`src/rtl/fan_speed_ctrl_if.sv`:
```
// Sample-in / command-out bundle between the temperature source and fan_speed_ctrl.
// The master side supplies samples; the controller (slave) drives speed and mode.
interface fan_speed_ctrl_if;
   logic [7:0] temp;
   logic       temp_valid;
   logic [7:0] speed;
   logic [1:0] mode;
   logic       cool_on;
   logic       heat_on;

   modport master (
      output temp, temp_valid,
      input  speed, mode, cool_on, heat_on
   );

   modport slave (
      input  temp, temp_valid,
      output speed, mode, cool_on, heat_on
   );
endinterface

```
`src/rtl/fan_speed_ctrl.sv`:
```
// Thermostatic fan controller: IDLE/COOL/HEAT/DRAIN FSM with hysteresis, and a
// rate-limited speed ramp that tracks a saturated proportional target.
module fan_speed_ctrl #(
   parameter int unsigned T_LOW    = 15,
   parameter int unsigned T_HIGH   = 35,
   parameter int unsigned HYST     = 2,
   parameter int unsigned GAIN     = 8,
   parameter int unsigned STEP     = 4,
   parameter int unsigned RAMP_DIV = 16
) (
   input  logic              clk,
   input  logic              arst,
   fan_speed_ctrl_if.slave   bus
);

   typedef enum logic [1:0] {
      IDLE  = 2'd0,
      COOL  = 2'd1,
      HEAT  = 2'd2,
      DRAIN = 2'd3
   } state_t;

   localparam logic [7:0]  TH      = 8'(T_HIGH);
   localparam logic [7:0]  TL      = 8'(T_LOW);
   localparam logic [7:0]  TH_EXIT = 8'(T_HIGH - HYST);
   localparam logic [7:0]  TL_EXIT = 8'(T_LOW + HYST);
   localparam logic [7:0]  STEP8   = 8'(STEP);
   localparam logic [15:0] CNT_MAX = 16'(RAMP_DIV - 1);

   state_t      state_q, state_d;
   logic        cool_q, heat_q;
   logic [7:0]  temp_q;
   logic        have_q;
   logic [15:0] cnt_q;
   logic [7:0]  speed_q, speed_d;
   logic [31:0] prod;
   logic [7:0]  target;
   logic        ramp_tick;

   function automatic logic [7:0] sat8(input logic [31:0] v);
      return (v > 32'd255) ? 8'hFF : v[7:0];
   endfunction

   // Move cur toward tgt by at most STEP8, landing exactly on tgt when close.
   function automatic logic [7:0] ramp_step(input logic [7:0] cur, input logic [7:0] tgt);
      if (tgt >= cur) begin
         return ((tgt - cur) <= STEP8) ? tgt : cur + STEP8;
      end else begin
         return ((cur - tgt) <= STEP8) ? tgt : cur - STEP8;
      end
   endfunction

   assign ramp_tick = (cnt_q == CNT_MAX);

   // Target comes from the registered sample and state, so a sample arriving on a
   // tick edge only influences the following tick.
   always_comb begin
      prod = '0;
      case (state_q)
         COOL:    if (temp_q > TH) prod = 32'(temp_q - TH) * 32'(GAIN);
         HEAT:    if (temp_q < TL) prod = 32'(TL - temp_q) * 32'(GAIN);
         default: prod = '0;
      endcase
      target = sat8(prod);
   end

   always_comb begin
      state_d = state_q;
      case (state_q)
         IDLE: begin
            if (have_q && temp_q > TH)      state_d = COOL;
            else if (have_q && temp_q < TL) state_d = HEAT;
         end
         COOL:    if (temp_q < TH_EXIT) state_d = DRAIN;
         HEAT:    if (temp_q > TL_EXIT) state_d = DRAIN;
         DRAIN:   if (speed_q == 8'd0)  state_d = IDLE;
         default: state_d = IDLE;
      endcase
   end

   always_ff @(posedge clk or negedge arst) begin
      if (!arst) begin
         state_q <= IDLE;
         cool_q  <= 1'b0;
         heat_q  <= 1'b0;
      end else begin
         state_q <= state_d;
         cool_q  <= (state_d == COOL);
         heat_q  <= (state_d == HEAT);
      end
   end

   assign speed_d = ramp_tick ? ramp_step(speed_q, target) : speed_q;

   always_ff @(posedge clk or negedge arst) begin
      if (!arst) begin
         temp_q  <= 8'd0;
         have_q  <= 1'b0;
         cnt_q   <= 16'd0;
         speed_q <= 8'd0;
      end else begin
         if (bus.temp_valid) begin
            temp_q <= bus.temp;
            have_q <= 1'b1;
         end
         cnt_q   <= ramp_tick ? 16'd0 : cnt_q + 16'd1;
         speed_q <= speed_d;
      end
   end

   assign bus.speed   = speed_q;
   assign bus.mode    = state_q;
   assign bus.cool_on = cool_q;
   assign bus.heat_on = heat_q;

endmodule

```
`src/flat_wrapper.sv`:
```
// flat-port wrapper written by rule: the top's interface ports become plain ports
module fan_speed_ctrl_flat 
#(
   parameter int unsigned T_LOW    = 15,
   parameter int unsigned T_HIGH   = 35,
   parameter int unsigned HYST     = 2,
   parameter int unsigned GAIN     = 8,
   parameter int unsigned STEP     = 4,
   parameter int unsigned RAMP_DIV = 16
)
  (clk, arst, bus_temp, bus_temp_valid, bus_speed, bus_mode, bus_cool_on, bus_heat_on);
  fan_speed_ctrl_if bus_i ();
  input  logic clk;
  input  logic arst;
  input wire logic [$bits(bus_i.temp)-1:0] bus_temp;
  input wire logic [$bits(bus_i.temp_valid)-1:0] bus_temp_valid;
  output wire logic [$bits(bus_i.speed)-1:0] bus_speed;
  output wire logic [$bits(bus_i.mode)-1:0] bus_mode;
  output wire logic [$bits(bus_i.cool_on)-1:0] bus_cool_on;
  output wire logic [$bits(bus_i.heat_on)-1:0] bus_heat_on;
  assign bus_i.temp = bus_temp;
  assign bus_i.temp_valid = bus_temp_valid;
  assign bus_speed = bus_i.speed;
  assign bus_mode = bus_i.mode;
  assign bus_cool_on = bus_i.cool_on;
  assign bus_heat_on = bus_i.heat_on;
  fan_speed_ctrl #(.T_LOW(T_LOW), .T_HIGH(T_HIGH), .HYST(HYST), .GAIN(GAIN), .STEP(STEP), .RAMP_DIV(RAMP_DIV)) u_core (.clk(clk), .arst(arst), .bus(bus_i));
endmodule
```
`config.mk`:
```
export PLATFORM = sky130hd
export DESIGN_NAME = fan_speed_ctrl_flat
export DESIGN_NICKNAME = d
export VERILOG_FILES = /design/src/rtl/fan_speed_ctrl_if.sv /design/src/rtl/fan_speed_ctrl.sv /design/src/flat_wrapper.sv
export SDC_FILE = /design/constraint.sdc
export NUM_CORES = 1
export LEC_CHECK = 0
export BUFFER_PORTS_ARGS = -buffer_cell sky130_fd_sc_hd__buf_2
export CORE_ASPECT_RATIO = 2
export CORE_MARGIN = 3
export CORE_UTILIZATION = 30
export CTS_CLUSTER_SIZE = 12
export DETAILED_ROUTE_END_ITERATION = 6
export SLEW_MARGIN = 15
export SYNTH_ARGS = -nofsm -noshare
export SYNTH_HDL_FRONTEND = slang
export SYNTH_SLANG_ARGS = --single-unit
export TNS_END_PERCENT = 20
```
`constraint.sdc`:
```
create_clock -name clk -period 7.9 [get_ports clk]
set_clock_uncertainty 0.1 [all_clocks]
set_input_delay 0 -clock clk [delete_from_list [all_inputs] [get_ports clk]]
set_output_delay 0 -clock clk [all_outputs]
set_load 0.05 [all_outputs]
```
# Word level (Yosys, flattened, before mapping)
# Cells that the tools add are included.
[word_totals]
reg_bits = 37
input_bits = 11
output_inout_bits = 12
word_cells = 46
[classes]
add_sub_neg = 7
order_cmp = 8
eq_ne = 6
muxes = 14
n_reduce_logical = 4
[op_table]
columns = ["cell", "count"]
rows = [
  ["32-bit two-way mux", 2],
  ["32-bit one-hot mux with 2 select lines", 1],
  ["32-bit by 8-bit > comparator with 1-bit output, second input constant", 1],
  ["8-bit two-way mux", 4],
  ["16-bit by 1-bit adder with 16-bit output, second input constant", 1],
  ["16-bit by 4-bit == test with 1-bit output, second input constant", 1],
  ["8-bit by 3-bit <= comparator with 1-bit output, second input constant", 2],
  ["16-bit two-way mux", 1],
  ["8-bit subtractor", 2],
  ["2-bit two-way mux", 5],
  ["4-bit by 8-bit subtractor with 9-bit output, first input constant", 1],
  ["8-bit by 6-bit subtractor with 9-bit output, second input constant", 1],
  ["8-bit by 3-bit adder with 8-bit output, second input constant", 1],
  ["8-bit >= comparator", 1],
  ["8-bit by 5-bit > comparator with 1-bit output, second input constant", 1],
  ["8-bit by 6-bit > comparator with 1-bit output, second input constant", 1],
  ["8-bit zero test", 1],
  ["8-bit by 4-bit < comparator with 1-bit output, second input constant", 1],
  ["8-bit by 6-bit < comparator with 1-bit output, second input constant", 1],
  ["2-bit one-hot mux with 4 select lines", 1],
  ["8-bit by 3-bit subtractor with 8-bit output, second input constant", 1],
  ["2-bit == test, second input constant", 3],
  ["2-bit by 1-bit == test with 1-bit output, second input constant", 2],
  ["1-bit logical AND", 2],
  ["2-bit zero test", 1],
]

# Depth between registers and ports, before layout
# Gate-level depths: netlist of run 1.
[logic_depth]
ltp_word = 9
depth_mapped = 20
ltp_nobuf = 20

# Least setup slack after synthesis of run 1
# OpenSTA, ideal clock, no wires.
[synth_timing]
path_kind = "reg-to-reg"
startpoint = "reg u_core.temp_q[0]"
endpoint = "reg u_core.speed_q[5] (netlist: u_core.bus.speed[5])"
setup_ps = 94
t_arrival_ps = 4339
required_time_ps = 7706
slack_ps = 3367
path_stages_with_launch = 18
path_buffers = 0
period_less_slack_ps = 4533
cell_sequence = "dfrtp_1 ha_1 o31a_2 nor2_1 or3_1 a21oi_1 o31ai_1 and2_1 ha_1 nor2b_1 o21a_1 o21a_1 o31a_1 o31a_2 o22ai_1 nor2_1 a221o_1 a221oi_2"
[synth_between]
elab_chain_cells = 9
elab_cells_between_ends = 17
classes_between = "add/sub: 4; order compare: 6; mux: 7"
[synth_rtl]
columns = ["item", "line", "source"]
rows = [
  ["start, declared", "fan_speed_ctrl.sv:32", "logic [7:0] temp_q;"],
  ["start signal, assigned", "fan_speed_ctrl.sv:103", "temp_q <= bus.temp;"],
  ["4-bit by 8-bit subtractor with 9-bit output (tied with other cells)", "fan_speed_ctrl.sv:61", "HEAT: if (temp_q < TL) prod = 32'(TL - temp_q) * 32'(GAIN);"],
  ["32-bit two-way mux (on tied branches)", "fan_speed_ctrl.sv:61, fan_speed_ctrl.sv:60", ""],
  ["32-bit one-hot mux with 2 select lines (*)", "fan_speed_ctrl.sv:59", "case (state_q)"],
  ["32-bit by 8-bit > comparator with 1-bit output", "fan_speed_ctrl.sv:41", "return (v > 32'd255) ? 8'hFF : v[7:0];"],
  ["8-bit two-way mux (*)", "fan_speed_ctrl.sv:41", ""],
  ["8-bit subtractor (on tied branches)", "fan_speed_ctrl.sv:49, fan_speed_ctrl.sv:47", ""],
  ["8-bit by 3-bit <= comparator with 1-bit output (on tied branches)", "fan_speed_ctrl.sv:49, fan_speed_ctrl.sv:47", ""],
  ["8-bit two-way mux (on tied branches)", "fan_speed_ctrl.sv:49, fan_speed_ctrl.sv:47", ""],
  ["8-bit two-way mux (*)", "fan_speed_ctrl.sv:46", "if (tgt >= cur) begin"],
  ["end signal, assigned", "fan_speed_ctrl.sv:107", "speed_q <= speed_d;"],
  ["end, declared", "fan_speed_ctrl.sv:35", "logic [7:0] speed_q, speed_d;"],
]
# Mark *: on every way between the ends. The rest lies on a longest branch, timed or not.
# A chain may end at the register's enable or synchronous reset.

# Worst setup path in the final report of run 1
[layout_timing]
startpoint = "reg u_core.temp_q[0]"
endpoint = "reg u_core.speed_q[7] (netlist: u_core.bus.speed[7])"
# The elaborated chain is that of the path after synthesis.

==> run summary, run 1 <==
Design Power - 1.58 mW
Rows - 51
netlist area before placement - 3020 µm²
# DRC - 0
Port Buffers - 22
Worst-Margin Slew - 809 ps
CP Class - flip-flop to flip-flop
total of warnings raised by yosys - 0
setup_tns - 0 ps
flops & latches, synth - 36
Worst Setup End Kind - flip-flop
Slew headroom - 45.6%
vias in the first global route - 2,755
register area share after synthesis - 29.8%
end of the worst register-to-register path - u_core.bus.speed[7]$_DFFE_PN0N_
wirelength, routed - 8160 µm
CTS Sinks - 36
Worst EP arrival - 5530 ps
DP Area - 3240 µm²
Die X - 77.0 µm
DRT iter0 DRCs - 145
min-delay src - bus_temp_valid
top cells by count, synth - dfrtp_1, nor2_1, ha_1
die area - 11,400 µm²
Clock transition at path regs - 60 ps
post-synth top area share - 29.8%
FFs w/ async S/R, synth - 100%
largest cells by area after synthesis - dfrtp_1, ha_1, xnor2_1
maximum VDD drop - 0.257 mV
Finished Cell Area - 3520 µm²
Leak Pwr - 1.54 nW
area delta synth->final - 16.5%
Cells after Synth - 345
Slew Limit Fails - 0
utilization after layout - 36.1%
fmax - 0.184 GHz
most frequent cell after synthesis - dfrtp_1
clk buf depth - 2
initial antenna violation count - 0
Post-CTS Resized - 0
Syn Area/Cell - 8.76 µm²
Ant. Diodes - 0
CTS tree - yes
core area - 9760 µm²
all-layer global routing usage - 14.9%
wire length of the first global-routing pass - 13,300 µm
worst-path fanout max - 7
Hold EP - u_core.temp_q[5]$_DFFE_PN0P_
Final Hold Fails - 0
final setup fails - 0
reg-to-reg startpoint - u_core.temp_q[0]$_DFFE_PN0P_
area leader, netlist - dfrtp_1
share of cells above drive strength 1 - 13.9%
Worst-Skew Late Latency - 280 ps
Min-Delay Path Depth - 3
Post-Syn Nets - 385
pwr dens - 448 nW/µm²
crit path time final - 5450 ps
R2R setup slack - 2450 ps
nets - 419
final period utilization - 69.0%
Root Buffer - clkbuf_16
worst reg-to-reg path cell count - 19
Die H - 148 µm
unrepaired setup endpoints after global routing - no
First-pass DRT Iterations - 4
outcome - finished clean
DP HPWL - 6430 µm
Hold Path Class - primary input to flip-flop
CP required - 7980 ps
I/O pin total - 23
Post-synth EDFFs - 0
Max-Cap Viols - 0
Yosys cell types - 62
largest net degree at the start of global routing - 37
routability cong. - 0.998
H-Tree Depth - 2
vias per cell - 5.24
DR vias - 2,683
post-route setup slack - 2450 ps
Synth Flop Type - dfrtp_1
Place WS - 2460 ps
gr ovfl total - 0
Setup crit start - u_core.temp_q[0]$_DFFE_PN0P_
WL/cell - 15.9 µm
crit start category - flip-flop
antenna viol nets, final - 0
Initial Util - 30.9%
CTS Buf Count - 5
==> registers in the layout (all words and copies together), names as in the netlist <==
register            flops
u_core.bus.cool_on      1
u_core.bus.heat_on      1
u_core.bus.mode         2
u_core.bus.speed        7
u_core.cnt_q           16
u_core.have_q           1
u_core.temp_q           8
==> through the flow <==
stage               instances  hold WS [ps]
floorplan                 345          -396
finish                    512          8.16
detailed placement        491          49.2
global placement          491          51.1
CTS                       512          8.30
global route              512          66.2
==> layer usage <==
metal  part of all wire [%]  vias to the layer above  global-route usage [%]
li1                       -                     1316                       -
met1                     36                     1279                    13.9
met2                     56                       60                    29.1
met3                    2.3                       28                    2.13
met4                    5.6                        0                    10.1
met5                      0                        -                       0
==> worst max-delay path by stage <==
| stage | endpoint | slack, ps |
|---|---|---|
| floorplan | u_core.bus.speed[5]$_DFFE_PN0N_ | 3370 |
| global placement | u_core.bus.speed[7]$_DFFE_PN0N_ | 2560 |
| detailed placement | u_core.bus.speed[7]$_DFFE_PN0N_ | 2460 |
| CTS | u_core.bus.speed[7]$_DFFE_PN0N_ | 2450 |
| global route | u_core.bus.speed[7]$_DFFE_PN0N_ | 1990 |
| finish | u_core.bus.speed[7]$_DFFE_PN0N_ | 2450 |
==> final cells by class <==
type	instances	area (µm²)
clock buffers	7	143
well taps	132	165
flip-flops and latches	36	901
clock inverters	1	7.51
repair buffers	35	240
multi-input cells	278	1980
fillers	1004	6240
inverters	23	86.3
==> critical path: stages, from the launching register on <==
cell and delay (ps):
dfrtp_1 470, ha_1 290, o31a_2 300, nor2_1 210
or3_1 140, a21oi_1 60, o31ai_1 510, and2_1 320
inv_1 140, ha_1 240, fa_1 370, inv_1 90
and2_1 190, o21ai_0 130, or3_1 310, and3_2 210
and3_1 190, o21ai_0 590, o22ai_1 220, a221oi_1 280
==> placed cells by master, fill, tap and decap left out, drive strengths merged, types with 6 or more instances in the layout <==
master / Yosys / layout
dfrtp: 36 / 36
nor2: 31 / 31
ha: 28 / 28
o21ai: 25 / 25
inv: 23 / 23
buf: 4 / 22
nand2: 21 / 21
a21oi: 18 / 18
xnor2: 17 / 17
nand3: 13 / 13
dlygate4sd3: 0 / 13
and3: 10 / 10
o21a: 9 / 9
nand4: 7 / 7
clkbuf: 3 / 7
xor2: 6 / 6
nor2b: 6 / 6
==> logic make-up after synthesis <==
kind of cell               share of synthesized area [%]
DFF                                                 29.8
muxes                                               2.15
adders and majority gates                           12.3
buffers and inverters                               4.76
xor gates and xnor gates                            6.67
AOI/OAI and AO/OA                                   23.1
and+or+nand+nor                                     21.2
==> where the power goes <==
group / internal, mW / total [mW] / switching (mW) / leakage, nW
combinational: 0.428 / 1.12 / 0.689 / 1.02
clock: 0.126 / 0.202 / 0.0769 / 0.0701
sequential: 0.213 / 0.258 / 0.0449 / 0.457
total: 0.766 / 1.58 / 0.811 / 1.54
==> repair_timing <==
item,4_1_cts,5_1_grt
hold buffers,13,0
hold endpoints to repair,44,0
buffers inserted,0,0
(Power assumes the default switching activity.)
==> run 2, diff against run 1 <==
- clock period: 7.9 -> 4.6 ns (I/O delays scaled with it)
==> run summary, run 2 (same netlist as run 1, synthesis figures left out) <==
outcome - finished clean
final setup fails - 0 (unchanged)
Die X - 77.0 µm (unchanged)
crit start category - flip-flop
Hold Path Class - primary input to flip-flop
Worst Setup End Kind - flip-flop
worst-path fanout max - 6 (-1)
wirelength, routed - 8870 µm (+8.6%)
CP required - 4690 ps (-3290 ps)
gr ovfl total - 0 (unchanged)
register area - 905 µm² (+0.42%)
area delta synth->final - 33.2%
CTS Buf Count - 5 (unchanged)
Clock transition at path regs - 60 ps (about the same)
crit path time final - 4410 ps (-1030 ps)
Initial Util - 30.9% (unchanged)
Die H - 148 µm (unchanged)
# DRC - 0 (unchanged)
CTS Sinks - 36 (unchanged)
Fillers - 967 (-3.7%)
most frequent cells in the layout - buf_4, dfrtp_1, nor2_1
Rows - 51 (unchanged)
end of the worst register-to-register path - u_core.bus.speed[5]$_DFFE_PN0N_
vias in the first global route - 3,112 (+13%)
most common cell after layout, fill and taps aside - buf_4
initial antenna violation count - 0 (unchanged)
largest register by flop count - u_core.cnt_q
die area - 11,400 µm² (unchanged)
Worst-Margin Slew - 836 ps (+27.3 ps)
reg-to-reg startpoint - u_core.temp_q[1]$_DFFE_PN0P_
maximum VDD drop - 0.445 mV (+73%)
R2R setup slack - 190 ps (-2270 ps)
Root Buffer - clkbuf_16
Worst-Skew Late Latency - 280 ps (about the same)
Port Buffers - 22 (unchanged)
routability cong. - 0.885 (-11%)
Hold EP - u_core.have_q$_DFFE_PN0P_
First-pass DRT Iterations - 5 (+1)
CP Class - flip-flop to flip-flop
max FFs per register - 16 (unchanged)
antenna viol nets, final - 0 (unchanged)
Max-Cap Viols - 0 (unchanged)
WL/cell - 15.9 µm (-0.50%)
unrepaired setup endpoints after global routing - yes
area of the multi-input gates - 2110 µm² (+6.8%)
share of cells above drive strength 1 - 29.3% (+15 points)
DP HPWL - 7060 µm (+9.9%)
Min-Delay Path Depth - 2 (-1)
nets - 466 (+11%)
final period utilization - 96.0% (+27 points)
Final Hold Fails - 0 (unchanged)
all-layer global routing usage - 15.7% (+0.75 points)
DRT iter0 DRCs - 107 (-26%)
worst hold slack - 9.86 ps (+1.70 ps)
worst reg-to-reg path cell count - 19 (unchanged)
I/O pin total - 23 (unchanged)
Slew Limit Fails - 0 (unchanged)
Slew headroom - 44.2% (-1.3 points)
Ant. Diodes - 0 (unchanged)
fmax - 0.227 GHz (+23%)
H-Tree Depth - 2 (unchanged)
Worst EP arrival - 4510 ps (-1020 ps)
vias per cell - 5.33 (+1.8%)
pwr dens - 838 nW/µm² (+87%)
DR vias - 2,982 (+11%)
CTS tree - yes
Design Power - 3.37 mW (+110%)
min-delay src - bus_temp_valid
largest net degree at the start of global routing - 37 (unchanged)
utilization after layout - 41.2% (+5.2 points)
Leak Pwr - 1.79 nW (+16%)
wire length of the first global-routing pass - 14,100 µm (+5.7%)
clk buf depth - 2 (unchanged)
core area - 9760 µm² (unchanged)
[run 2: cell count changes in the layout (fill, tap and decap cells not counted), moves of 3 or more]
cell	previous run	this run
ha_4	0	3
ha_1	28	24
o21ai_1	0	5
o21ai_2	0	3
buf_4	0	43
dfrtp_2	0	3
o21ai_0	25	17
dlygate4sd3_1	13	16
dfrtp_1	36	33
[run 2: worst max path at each step]
stage	start	endpoint	cells after the start
global route	u_core.temp_q[1]$_DFFE_PN0P_	u_core.bus.speed[5]$_DFFE_PN0N_	19
global placement	u_core.temp_q[1]$_DFFE_PN0P_	u_core.bus.speed[5]$_DFFE_PN0N_	19
detailed placement	u_core.temp_q[1]$_DFFE_PN0P_	u_core.bus.speed[5]$_DFFE_PN0N_	20
finish	u_core.temp_q[1]$_DFFE_PN0P_	u_core.bus.speed[5]$_DFFE_PN0N_	19
CTS	u_core.temp_q[1]$_DFFE_PN0P_	u_core.bus.speed[5]$_DFFE_PN0N_	20
floorplan	u_core.temp_q[0]$_DFFE_PN0P_	u_core.bus.speed[5]$_DFFE_PN0N_	17
[run 2: metrics by stage]
stage	setup WS [ps]	TNS [ps]	instances	area, µm²
floorplan	66.9	0	345	3020
global placement	-9.13	-17.7	529	3520
detailed placement	-69.5	-105	529	3520
CTS	1.88	0	553	3840
global route	-0.925	-0.925	559	4030
finish	186	0	559	4030
[run 2: power breakdown]
part | internal, mW | switching [mW] | total, mW
Clock | 0.216 | 0.134 | 0.350
Combinational | 1.15 | 1.44 | 2.59
Sequential | 0.366 | 0.0701 | 0.436
Total | 1.73 | 1.64 | 3.37
[run 2: critical path, cell delays in order, from the launching register on]
cell	delay (ps)
dfrtp_2	450
a2111oi_4	470
xnor2_1	170
nand3b_1	120
a21oi_1	60
o31ai_1	240
buf_4	200
and2_4	170
inv_1	90
buf_4	150
fa_1	380
inv_1	90
a21oi_2	80
o21ai_1	130
a211oi_1	70
o211a_1	240
o21a_4	230
a31o_4	270
a221o_1	360
a221oi_2	250
[run 2: timing repair]
item | CTS | global route
gates resized for setup | 4 | 35
endpoints found under the hold margin | 44 | 0
setup buffers | 0 | 6
pin swaps | 0 | 8
endpoints found under the setup margin | 6 | 7
hold buffers | 16 | 0
[run 2: cell type report]
class / instances / share of cell area, %
clock buffers: 6 / 3.45
clock inverters: 2 / 0.342
inverters: 23 / 2.14
multi-input cells: 278 / 52.5
flip-flops and latches: 36 / 22.5
well taps: 132 / 4.10
repair buffers: 82 / 15.0
[run 2: per-layer routing]
metal | GRT usage (%) | routed length, µm | part of all wire (%)
met1 | 13.2 | 2930 | 33
met5 | 0 | 0 | 0
met3 | 2.26 | 242 | 2.7
met4 | 13.7 | 698 | 7.9
met2 | 30.7 | 4990 | 56
